**src/rtl/cpu_pkg.sv**
```systemverilog
// rtl/cpu_pkg.sv - shared SimpleCPU opcodes and instruction issue FSM encoding
package cpu_pkg;

   localparam logic [3:0] OP_SUM   = 4'b0000;
   localparam logic [3:0] OP_STORE = 4'b0010;
   localparam logic [3:0] OP_LOAD  = 4'b0100;
   localparam logic [3:0] OP_HALT  = 4'b1111;

   typedef enum logic [2:0] {
      S_IDLE  = 3'd0,
      S_FETCH = 3'd1,
      S_WAIT  = 3'd2,
      S_ISSUE = 3'd3,
      S_HALT  = 3'd4
   } issue_state_e;

endpackage : cpu_pkg

```
**src/rtl/instr_classify.sv**
```systemverilog
// rtl/instr_classify.sv - combinational opcode check shared by issue and decode
module instr_classify
   import cpu_pkg::*;
(
   input  logic [7:0] instr,
   output logic       is_legal,
   output logic       is_halt
);

   logic [3:0] opcode;
   logic       unused_operand;

   assign opcode         = instr[7:4];
   assign unused_operand = ^instr[3:0];

   assign is_legal = (opcode == OP_SUM) || (opcode == OP_STORE) || (opcode == OP_LOAD);
   assign is_halt  = (opcode == OP_HALT);

endmodule : instr_classify

```
**src/rtl/instr_issue.sv**
```systemverilog
// rtl/instr_issue.sv - fetches program words and issues legal instructions over valid/ready
module instr_issue
   import cpu_pkg::*;
#(
   parameter int ADDR_W = 4
)
(
   input  logic              clk,
   input  logic              rst_n,
   input  logic              start,
   output logic              mem_rd,
   output logic [ADDR_W-1:0] mem_addr,
   input  logic [7:0]        mem_rdata,
   output logic [7:0]        instr,
   output logic              instr_valid,
   input  logic              instr_ready,
   output logic [ADDR_W-1:0] pc,
   output logic              busy,
   output logic              halted,
   output logic              bad_op
);

   localparam logic [ADDR_W-1:0] PC_MAX = '1;

   issue_state_e      state_q, state_d;
   logic [ADDR_W-1:0] pc_q, pc_d;
   logic [7:0]        instr_q, instr_d;
   logic              instr_valid_q, instr_valid_d;
   logic              mem_rd_q, mem_rd_d;
   logic              busy_q, busy_d;
   logic              halted_q, halted_d;
   logic              bad_op_q, bad_op_d;
   logic              rdata_legal, rdata_halt;

   instr_classify u_classify (
      .instr    (mem_rdata),
      .is_legal (rdata_legal),
      .is_halt  (rdata_halt)
   );

   always_comb begin
      state_d  = state_q;
      pc_d     = pc_q;
      instr_d  = instr_q;
      bad_op_d = bad_op_q;

      case (state_q)
         S_IDLE, S_HALT: begin
            if (start) begin
               state_d  = S_FETCH;
               pc_d     = '0;
               bad_op_d = 1'b0;
            end
         end
         S_FETCH: state_d = S_WAIT;
         S_WAIT: begin
            instr_d = mem_rdata;
            if (rdata_halt) begin
               state_d = S_HALT;
            end else if (!rdata_legal) begin
               bad_op_d = 1'b1;
               if (pc_q == PC_MAX) begin
                  state_d = S_HALT;
               end else begin
                  pc_d    = pc_q + 1'b1;
                  state_d = S_FETCH;
               end
            end else begin
               state_d = S_ISSUE;
            end
         end
         S_ISSUE: begin
            // Last address retires into HALT so the pc never wraps to 0.
            if (instr_ready) begin
               if (pc_q == PC_MAX) begin
                  state_d = S_HALT;
               end else begin
                  pc_d    = pc_q + 1'b1;
                  state_d = S_FETCH;
               end
            end
         end
         default: state_d = S_IDLE;
      endcase

      mem_rd_d      = (state_d == S_FETCH);
      instr_valid_d = (state_d == S_ISSUE);
      busy_d        = (state_d == S_FETCH) || (state_d == S_WAIT) || (state_d == S_ISSUE);
      halted_d      = (state_d == S_HALT);
   end

   always_ff @(posedge clk or negedge rst_n) begin
      if (!rst_n) begin
         state_q       <= S_IDLE;
         pc_q          <= '0;
         instr_q       <= 8'h00;
         instr_valid_q <= 1'b0;
         mem_rd_q      <= 1'b0;
         busy_q        <= 1'b0;
         halted_q      <= 1'b0;
         bad_op_q      <= 1'b0;
      end else begin
         state_q       <= state_d;
         pc_q          <= pc_d;
         instr_q       <= instr_d;
         instr_valid_q <= instr_valid_d;
         mem_rd_q      <= mem_rd_d;
         busy_q        <= busy_d;
         halted_q      <= halted_d;
         bad_op_q      <= bad_op_d;
      end
   end

   assign mem_rd      = mem_rd_q;
   assign mem_addr    = pc_q;
   assign instr       = instr_q;
   assign instr_valid = instr_valid_q;
   assign pc          = pc_q;
   assign busy        = busy_q;
   assign halted      = halted_q;
   assign bad_op      = bad_op_q;

endmodule : instr_issue
```
**config.mk**
```make
export PLATFORM = sky130hd
export DESIGN_NAME = instr_issue
export DESIGN_NICKNAME = d
export VERILOG_FILES = /design/src/rtl/cpu_pkg.sv /design/src/rtl/instr_classify.sv /design/src/rtl/instr_issue.sv
export SDC_FILE = /design/constraint.sdc
export NUM_CORES = 1
export LEC_CHECK = 0
export BUFFER_PORTS_ARGS = -buffer_cell sky130_fd_sc_hd__buf_2
export CAP_MARGIN = 20
export CELL_PAD_IN_SITES_DETAIL_PLACEMENT = 2
export CELL_PAD_IN_SITES_GLOBAL_PLACEMENT = 2
export CORE_UTILIZATION = 32
export CTS_CLUSTER_SIZE = 40
export DETAILED_ROUTE_END_ITERATION = 16
export GPL_TIMING_DRIVEN = 0
export PLACE_DENSITY_LB_ADDON = 0.1
export REMOVE_ABC_BUFFERS = 1
export SKIP_CTS_REPAIR_TIMING = 1
export SLEW_MARGIN = 0
export SYNTH_ARGS = -nofsm -noshare
export SYNTH_HDL_FRONTEND = slang
export SYNTH_SLANG_ARGS = --single-unit
export TNS_END_PERCENT = 20
```
**constraint.sdc**
```tcl
create_clock -name clk -period 3.6 [get_ports clk]
set_clock_uncertainty 0.1 [all_clocks]
set_input_delay 0.54 -clock clk [delete_from_list [all_inputs] [get_ports clk]]
set_output_delay 0.54 -clock clk [all_outputs]
set_load 0.02 [all_outputs]
```
* After elaboration in Yosys (flattened, before gate mapping)
Cells that the tools add are included.
Cells by class: bitwise gates (word level) 0, $mul 0, $lt $le $gt $ge 0, div/mod/pow operators 0, add/sub/neg operators 1, reduce and logical (&&, ||, !) cells 11, multiplexer cells 16, shifts and indexed selects 0, equal/unequal tests 16
Operators with widths (number):
- 4-bit 2-to-1 mux | 5
- 3-bit 2-to-1 mux | 5
- 3-bit by 2-bit equality test with 1-bit output (second input constant) | 4
- 3-bit one-hot mux with 4 select lines | 1
- 4-bit one-hot mux with 3 select lines | 1
- 4-bit equality test (second input constant) | 2
- 2-bit != test (second input constant) | 4
- 3-bit by 1-bit equality test with 1-bit output (second input constant) | 2
- 3-bit equality test (second input constant) | 2
- 5-bit AND reduction | 1
- 4-bit by 1-bit adder with 4-bit output (second input constant) | 1
- 4-bit by 2-bit equality test with 1-bit output (second input constant) | 1
- 4-bit by 3-bit equality test with 1-bit output (second input constant) | 1
- 4-bit logical NOT | 1
- 1-bit logical OR | 4
- 4-bit AND reduction | 1
- 3-bit logical NOT | 1
- 1-bit 2-to-1 mux | 3
- 3-bit nonzero test | 1
- 1-bit one-hot mux with 2 select lines | 1
- 2-bit nonzero test | 1
- 2-bit OR reduction | 1
Word-level totals: bits of input ports 12, bits in writable memories 0, bits in latches 0, memories kept 0, memory bits (read-only) 0, register bits after elaboration 20

* Logic depth before layout (Yosys ltp)
Gate-level depths: netlist (run 1).
depth after elaboration 9, gate-level depth with buffers 6, depth with buffers taken out 6

* Hierarchy
A second synthesis (run 1) with hierarchy kept.
Unflattened totals: cells, all modules 77, area total of the unflattened synthesis 954.7 sq um
By module, submodules not included:
- instr_issue | cells each 75, area each 933.4 sq um, times used 1, sequential area each 500.5 sq um
- instr_classify | cells each 2, area each 21.3 sq um, times used 1, sequential area each 0.0 sq um

* Worst setup path before layout (run 1)
No wires, ideal clock.
path type reg2reg, from register pc_q[0], in the netlist mem_addr[0], to register busy_q, in the netlist busy, path slack 1.695 ns, path buffers 0, data arrival time 1.678 ns, stages on the path, launching flop included 7, path through dfrtp_1 > ha_1 > and3_1 > a21oi_1 > o311ai_1 > nand2_1 > or2_2
On the way: cells in the longest elaborated chain, start to end 8, elaborated cells between the ends (all ways) 11, classes of those cells eq/ne: 4; mux: 5; reduce/logical: 2
RTL lines:
- from (decl) | RTL line instr_issue.sv:26 | logic [ADDR_W-1:0] pc_q, pc_d;
- from (signal assigned) | RTL line instr_issue.sv:104 | pc_q <= pc_d;
- 4-bit equality test * | RTL line instr_issue.sv:62, instr_issue.sv:75
- 3-bit 2-to-1 mux * | RTL line instr_issue.sv:62, instr_issue.sv:75
- 3-bit 2-to-1 mux | RTL line instr_issue.sv:60 | end else if (!rdata_legal) begin
- 3-bit 2-to-1 mux | RTL line instr_issue.sv:58 | if (rdata_halt) begin
- 3-bit one-hot mux with 4 select lines * | RTL line instr_issue.sv:47 | case (state_q)
- named net state_d[0] | RTL line instr_issue.sv:25 | issue_state_e state_q, state_d;
- 3-bit by 1-bit equality test with 1-bit output / 3-bit by 2-bit equality test with 1-bit output (equally long branches) | RTL line instr_issue.sv:88 | busy_d = (state_d == S_FETCH) || (state_d == S_WAIT) || (state_d == S_ISSUE);
- 1-bit logical OR | RTL line instr_issue.sv:88
- 1-bit logical OR * | RTL line instr_issue.sv:88
- named net busy_d | RTL line instr_issue.sv:30 | logic busy_q, busy_d;
- to (signal assigned) | RTL line instr_issue.sv:108 | busy_q <= busy_d;
- to (decl) | RTL line instr_issue.sv:30
Mark *: on every way through the listed nets, which the timed path passes. The rest lies on a longest branch. A chain may end at the register's enable or synchronous reset.

* Worst setup path in the final report (run 1)
Same ends and word-level chain as after synthesis.

==> reports/results.ini, run 1 <==
[place]
place_hpwl_mm=1.57
gp_congestion=0.682
io_buffers=32
post-place-ws_ns=1.56

[synth]
synth_cells=74
synth.yosys.seq_area_share_pct=54.3
synthTopCellsByArea=dfrtp_1 54%, mux2_2 11%, buf_4 4.1%
async_flop_share_pct=100
synth_top_cell_by_area=dfrtp_1
synth_area_sq_um=922
ys_types=30
synth_ff_type=dfrtp_1
synth.top_cell.area_share_pct=54.3
synth.most_common_cell=dfrtp_1
netlist_top_cells_count=20 x dfrtp_1, 9 x mux2_2, 5 x buf_4, 5 x nand2_1
ys_seq_elements=20
synth_edf_count=0
yosysWarnings=0
syn-mean-instance-area_sq_um=12.5

[clock_tree]
cts-root-buf=clkbuf_4
cts_tree=yes
clock_latency_ns=0.29
cts_buffers=3
cts.sinks=20
h-tree-depth=1
clockBufferDepth=2
clk_pin_slew_ns=0.12

[pwr]
sw_frac_of_total_pct=42.7
p_clk_share_pct=12.7
vdd_drop_max_uv=415
p_leak_nw=0.545
p_seq_share_pct=38.6
combPwrFrac_pct=48.7
powerDensity_nw_per_um2=913
cell_internal_pwr_w=0.000586
p_total_w=0.00102
p_sw_w=0.000436

[setup_path]
r2r_cells=6
critPathArrivalTime_ns=2.14
startpoint_type=flip-flop
crit_path_max_fanout=5
crit_chain=ha_1 -> and3_1 -> a21oi_1 -> o311ai_1 -> nand2_1 -> or2_2
crit_type=flip-flop to flip-flop
cpMaxStageDelayCell=dfrtp_1
required_ns=3.68
slowest_delay_ns=0.44
endpoint_kind=flip-flop

[global_routing]
overflow=0
grt_max_degree=21
grt_usage_pct=14.0
first_global_vias=758
grt_antenna_before_repair=0
grt_pass1_wl_mm=3.45

[drt]
drc=0
drt-initial-drc-count=13
drt-total-wl_mm=1.98
ant_nets=0
viasPerCell=5.10
wire_per_inst_um=14.5
dr.pass1.iters=3
vias=693

[cells_and_area]
final_util_pct=41.0
fill_cells=301
nets=119
area_delta_synth_final_pct=21.4
antenna-diode-count=0
layout-drive-gt1-share_pct=49.5

[timing]
fin_crit_sh_pct=57.1
fmax_mhz=486
tightest_slew_ns=0.428
setup_viol=0
worst_slack_ns=1.54
whs_ns=0.0675
timing.setup.tns_ns=0
maxSlewViolCount=0
period_needed_ns=2.06
rsz0062_at_grt=no
hold_viol=0
max_slew_margin_pct=71.0

[outcome]
outcome=finished clean

[hold_path]
hp-class=input pin to asynchronous set/reset pin

[die]
dieArea_sq_um=3100
core_area_sq_um=2730
placementRows=19
start_util_pct=33.7
die_w_um=55.7
fp.dieH_um=55.7
io_pins=33

[run]
cap_violations=0

layer usage:
| layer | part of all wire (%) | global-route usage [%] | up-vias | wire [um] |
|---|---|---|---|---|
| met5 | 0 | 0 | - | 0 |
| met4 | 0 | 3.21 | 0 | 0 |
| met3 | 3.2 | 2.09 | 0 | 63 |
| met2 | 53 | 25.6 | 14 | 1050 |
| met1 | 44 | 17.1 | 355 | 861 |
| li1 | - | - | 324 | - |
cells in the final DEF, fill, tap and decap left out:
master    count
mux2_2        9
o32ai_4       1
o311ai_1      1
nand3b_1      1
and2_2        1
and2_1        1
o31ai_1       1
a31oi_1       2
or2_2         1
buf_2        32
o311ai_0      1
and3_1        2
o21ai_0       2
inv_1         1
nand2b_1      1
clkbuf_8      1
a211o_1       1
nand2b_2      1
or3_1         1
nand3_1       2
nor3b_2       1
ha_1          1
nor2b_1       1
a21oi_1       3
a21o_2        1
clkbuf_4      3
mux2i_1       3
nand2_1       5
nor2_2        1
dfrtp_1      20
nor2_1        2
nand4_1       1
through the flow:
step / cell area [sq um] / std cells
after floorplan: 885 / 69
after global placement: 1080 / 132
after detailed placement: 1080 / 132
after CTS: 1120 / 136
after global routing: 1120 / 136
final: 1120 / 136
cells by family after synthesis:
kind of cell               Yosys count  synth area share (%)
AOI/OAI and AO/OA                   13                  11.7
adders and majority gates            1                  1.36
buffers and inverters                6                  4.48
DFF                                 20                  54.3
muxes                               12                  14.2
and+or+nand+nor                     22                  14.0
power by group through the flow:
stage	logic (W)	clock network, W	registers [W]
2_1_floorplan	0.000213	0	0.000523
3_3_place_gp	0.000496	0	0.000394
3_5_place_dp	0.000507	0	0.000403
4_1_cts	0.000510	0.000139	0.000398
5_1_grt	0.000542	0.000146	0.000411
6_report	0.000498	0.000130	0.000394
final timing paths:
path                                  start          to  slack, ns
worst max-delay path            mem_addr[0]        busy       1.54
min in group clk                      start      bad_op       0.33
worst min-delay path                  rst_n  state_q[2]       0.07
worst max register to register  mem_addr[0]        busy       1.54
max in group asynchronous             rst_n    instr[6]       3.02
worst min register to register     instr[6]    instr[6]       0.42
layout make-up:
class | instances | area (sq um) | area share (%)
flip-flops and latches | 20 | 500 | 44.7
repair buffers | 32 | 160 | 14.3
well taps | 31 | 38.8 | 3.46
multi-input cells | 48 | 380 | 34.0
inverters | 1 | 3.75 | 0.335
clock buffers | 4 | 36.3 | 3.24
flip-flops by register name, indices dropped and copies added, names as in the netlist:
name,cells
instr,8
halted,1
bad_op,1
mem_addr,4
instr_valid,1
busy,1
state_q,3
mem_rd,1
worst max-delay path, delay by kind of cell, from the launching register on:
kind	cells	cell delay, ns
DFF	1	0.44
and+or+nand+nor	3	0.65
adders and majority gates	1	0.20
AOI/OAI and AO/OA	2	0.54
No activity file was read; power rests on OpenSTA's default activity.
==> run 2, diff against run 1 <==
--- a/config.mk
+++ b/config.mk
@@ -9,7 +9,7 @@
 export CAP_MARGIN = 20
 export CELL_PAD_IN_SITES_DETAIL_PLACEMENT = 2
 export CELL_PAD_IN_SITES_GLOBAL_PLACEMENT = 2
-export CORE_UTILIZATION = 32
+export CORE_UTILIZATION = 30
 export CTS_CLUSTER_SIZE = 40
 export DETAILED_ROUTE_END_ITERATION = 16
 export GPL_TIMING_DRIVEN = 0
==> constraint.sdc (replaced) <==
create_clock -name clk -period 2 [get_ports clk]
set_clock_uncertainty 0.1 [all_clocks]
set_input_delay 0.3 -clock clk [delete_from_list [all_inputs] [get_ports clk]]
set_output_delay 0.3 -clock clk [all_outputs]
set_load 0.02 [all_outputs]
==> run 2 against run 1 <==
The flow now finishes with violations (DRC). Final cell count up 2.2%. Global-route usage down 0.61 points. Sequential power up 79%. Non-clock buffer count up 3. Core utilization about the same. First-iteration DRC count up 31%. Routed wire length up 5.5%. Fmax up 9.7%. Critical path type unchanged. Highest routed layer is now met4.
==> reports/results.ini, run 2 (synthesis results as in run 1) <==
[global_routing]
overflow=0
first_global_vias=731
grt_pass1_wl_mm=3.36
grt_antenna_before_repair=0
grt_max_degree=21
grt_usage_pct=13.4

[setup_path]
r2r_cells=6
crit_type=flip-flop to flip-flop
required_ns=2.08
crit_path_max_fanout=3
startpoint_type=flip-flop
endpoint_kind=flip-flop
critPathArrivalTime_ns=1.96

[cells_and_area]
fin_cells=139
layout-drive-gt1-share_pct=51.9
design_area_sq_um=1160
nets=122
antenna-diode-count=0
mostFrequentLayoutCell=buf_2
largest_reg_flops=8
most-common-layout-cells=32 x buf_2, 20 x dfrtp_1, 9 x mux2_2
area_delta_synth_final_pct=25.6
fill_cells=308

[timing]
fmax_mhz=533
tightest_slew_ns=0.463
maxSlewViolCount=0
max_slew_margin_pct=69.1
timing.setup.tns_ns=0
hold_viol=0
fin_crit_sh_pct=93.7
setup_viol=0
period_needed_ns=1.87
worst_slack_ns=0.126

[place]
gp_congestion=0.673
place_hpwl_mm=1.59
dp_cells=132
io_buffers=32
post-place-ws_ns=-0.00810
placed_cell_area_sq_um=1080

[drt]
wire_per_inst_um=15.0
drt-total-wl_mm=2.08
ant_nets=0
drt-initial-drc-count=17
viasPerCell=5.03
drc=1
vias=699
dr.pass1.iters=10

[die]
start_util_pct=32.6
fp.dieH_um=57.4
dieArea_sq_um=3300
core_area_sq_um=2830
io_pins=33
die_w_um=57.4
placementRows=19

[outcome]
violations=DRC
outcome=complete, but fails checks

[clock_tree]
cts.sinks=20
cts_tree=yes
cts_buffers=3
h-tree-depth=1
cts-root-buf=clkbuf_4
clock_latency_ns=0.29
clockBufferDepth=2
clk_pin_slew_ns=0.11

[pwr]
vdd_drop_max_uv=558
p_leak_nw=0.561
powerDensity_nw_per_um2=1620
p_total_w=0.00188

[hold_path]
hold_path_depth=2
hp-class=input pin to flip-flop

[run]
cap_violations=0

run 2: changes by cell type in the layout (fill, tap and decap cells not counted):
cell,delta
dlygate4sd3_1,+1
buf_4,+2
a31oi_2,+1
o311ai_2,+1
o311ai_0,-1
a31oi_1,-1
run 2: where the power goes:
part           switching, W  internal [W]  total [W]
clock              0.000120      0.000111   0.000231
combinational      0.000553      0.000395   0.000948
sequential         0.000124      0.000579   0.000704
run 2: through the flow:
stage                     util, %  hold slack, ns
after floorplan                 -         -0.0956
after global routing         41.0          0.0978
after CTS                    39.6          -0.153
after detailed placement     38.3           0.180
after global placement       38.3           0.180
final                        41.0          0.0853
run 2: cell type report:
cell class,count,area [sq um],area share [%]
Clock buffer,4,36.3,3.13
Timing Repair Buffer,35,185,16.0
Sequential cell,20,500,43.2
Inverter,1,3.75,0.324
Multi-Input combinational cell,48,394,34.0
Tap cell,31,38.8,3.35
run 2: worst paths after layout:
check                             from        to  slack (ns)
max in group asynchronous        rst_n      busy        1.10
setup reg to reg           mem_addr[1]      busy        0.13
min in group asynchronous        rst_n    bad_op        0.39
hold / removal                   start    bad_op        0.09
setup / recovery           mem_addr[1]      busy        0.13
hold reg to reg               instr[4]  instr[4]        0.41
run 2: critical path: stages, from the launching register on:
cell,delay (ns)
dfrtp_1,0.38
ha_1,0.17
and3_1,0.25
a21oi_1,0.13
o311ai_2,0.32
nand2_1,0.11
or2_2,0.30
run 2: metal layers:
| metal | wire length, um | vias to the layer above | share of wire [%] | GRT usage, % |
|---|---|---|---|---|
| met4 | 17 | 0 | 0.82 | 5.23 |
| li1 | - | 335 | - | - |
| met1 | 928 | 344 | 45 | 16.8 |
| met2 | 1060 | 18 | 51 | 22.9 |
| met3 | 83 | 2 | 4.0 | 2.04 |
| met5 | 0 | - | 0 | 0 |
==> run 3, diff against run 2 <==
--- a/config.mk
+++ b/config.mk
@@ -9,6 +9,7 @@
 export CAP_MARGIN = 20
 export CELL_PAD_IN_SITES_DETAIL_PLACEMENT = 2
 export CELL_PAD_IN_SITES_GLOBAL_PLACEMENT = 2
+export CORE_MARGIN = 1.5
 export CORE_UTILIZATION = 30
 export CTS_CLUSTER_SIZE = 40
 export DETAILED_ROUTE_END_ITERATION = 16
==> run 3 against run 2 <==
Register-to-register slack is essentially flat. Cell area increased by 2.5%. Final cell count up 0.72%. The flow now finishes without violations. Count of clock-buffer cells in the layout is 1 lower. Routed wire length is 3.4% higher. Fmax grew 0.68%. Sequential share of layout area down 1.0 points. Via count is 2.6% higher. Flip-flop and latch count unchanged. First-iteration DRC count is 24% lower. Worst hold slack worse by 0.0047 ns. Clock power is 42% higher.
==> reports/results.ini, run 3 (synthesis results as in run 1) <==
[timing]
fin_crit_sh_pct=93.1
hold_viol=0
setup_viol=0
rsz0062_at_grt=yes
maxSlewViolCount=0
tightest_slew_ns=0.463
fmax_mhz=537
max_slew_margin_pct=69.1
period_needed_ns=1.86

[global_routing]
grt_usage_pct=12.9
grt_max_degree=21
grt_antenna_before_repair=0
grt_pass1_wl_mm=3.36
first_global_vias=731
overflow=0

[setup_path]
endpoint_kind=flip-flop
required_ns=2.10
critPathArrivalTime_ns=1.96
crit_type=flip-flop to flip-flop
crit_path_max_fanout=4
startpoint_type=flip-flop

[die]
start_util_pct=32.6
placementRows=19
fp.dieH_um=58.4
core_area_sq_um=2830
dieArea_sq_um=3420
die_w_um=58.4
io_pins=33

[cells_and_area]
ff_latch_area_sq_um=500
layout-drive-gt1-share_pct=54.1
largest_reg_flops=8
most-common-layout-cells=32 x buf_2, 20 x dfrtp_1, 9 x mux2_2
fin_cells=140
antenna-diode-count=0
area_delta_synth_final_pct=28.8
fill_cells=299
multi_input_area_sq_um=399
nets=123
design_area_sq_um=1190
mostFrequentLayoutCell=buf_2

[drt]
drt-initial-drc-count=13
dr.pass1.iters=4
ant_nets=0
drt-total-wl_mm=2.16
vias=717
wire_per_inst_um=15.4
drc=0
viasPerCell=5.12

[place]
dp_cells=132
place_hpwl_mm=1.60
gp_congestion=0.666
io_buffers=32
placed_cell_area_sq_um=1080

[clock_tree]
cts.sinks=20
clockBufferDepth=2
cts_buffers=3
clock_latency_ns=0.30
h-tree-depth=1
cts_tree=yes
clk_pin_slew_ns=0.12
cts-root-buf=clkbuf_4

[hold_path]
hp-class=input pin to flip-flop

[outcome]
outcome=finished clean

[run]
cap_violations=0

[pwr]
powerDensity_nw_per_um2=1680
vdd_drop_max_uv=584
p_leak_nw=0.573

[run 3: cell count changes in the layout (fill, tap and decap cells not counted), sizes merged]
cell    change
buf         +1
bufinv      +1
clkbuf      -1
[run 3: per-stage QoR]
stage | utilization, % | hold slack (ns) | worst slack [ns] | setup TNS [ns] | total power (W)
after floorplan | - | -0.0956 | -0.0327 | -0.0327 | 0.00133
after global placement | 38.3 | 0.180 | -0.00449 | -0.00449 | 0.00161
after detailed placement | 38.3 | 0.176 | -0.0392 | -0.0392 | 0.00164
after CTS | 40.2 | -0.165 | -0.0444 | -0.0866 | 0.00198
after global routing | 42.0 | 0.0787 | -0.0284 | -0.0442 | 0.00213
final | 42.0 | 0.0805 | 0.138 | 0 | 0.00200
[run 3: where the power goes]
group	switching [W]	internal, W	total (W)	leakage [nW]
registers	0.000130	0.000579	0.000709	0.245
logic	0.000556	0.000405	0.000961	0.299
clock network	0.000124	0.000202	0.000327	0.0279
total	0.000811	0.00119	0.00200	0.573
[run 3: worst paths after layout]
check | from | endpoint | slack, ns | cells after the start
setup / recovery | mem_addr[1] | busy | 0.14 | 6
hold / removal | start | bad_op | 0.08 | 2
hold reg to reg | instr[6] | instr[6] | 0.42 | 1
max in group asynchronous | rst_n | mem_rd | 1.11 | 2
setup reg to reg | mem_addr[1] | busy | 0.14 | 6
min in group asynchronous | rst_n | bad_op | 0.38 | 2
[run 3: critical path: stages, from the launching register on]
cell and delay (ns):
dfrtp_1 0.41, ha_1 0.19, and3_2 0.24, a31oi_2 0.06
o311ai_2 0.36, nand2_1 0.12, or2_2 0.30
[run 3: routing by layer]
metal | share of wire, % | up-vias | global-route usage (%)
li1 | - | 336 | -
met1 | 43 | 360 | 16.5
met2 | 52 | 19 | 21.5
met3 | 3.8 | 2 | 1.98
met4 | 0.79 | 0 | 5.98
met5 | 0 | - | 0
[run 3: layout make-up]
| class | instances | area share, % |
|---|---|---|
| clock buffer | 3 | 1.90 |
| clock inverter | 1 | 2.53 |
| inverter | 1 | 0.316 |
| multi-input combinational | 48 | 33.6 |
| sequential | 20 | 42.1 |
| tap | 31 | 3.27 |
| timing repair buffer | 36 | 16.2 |
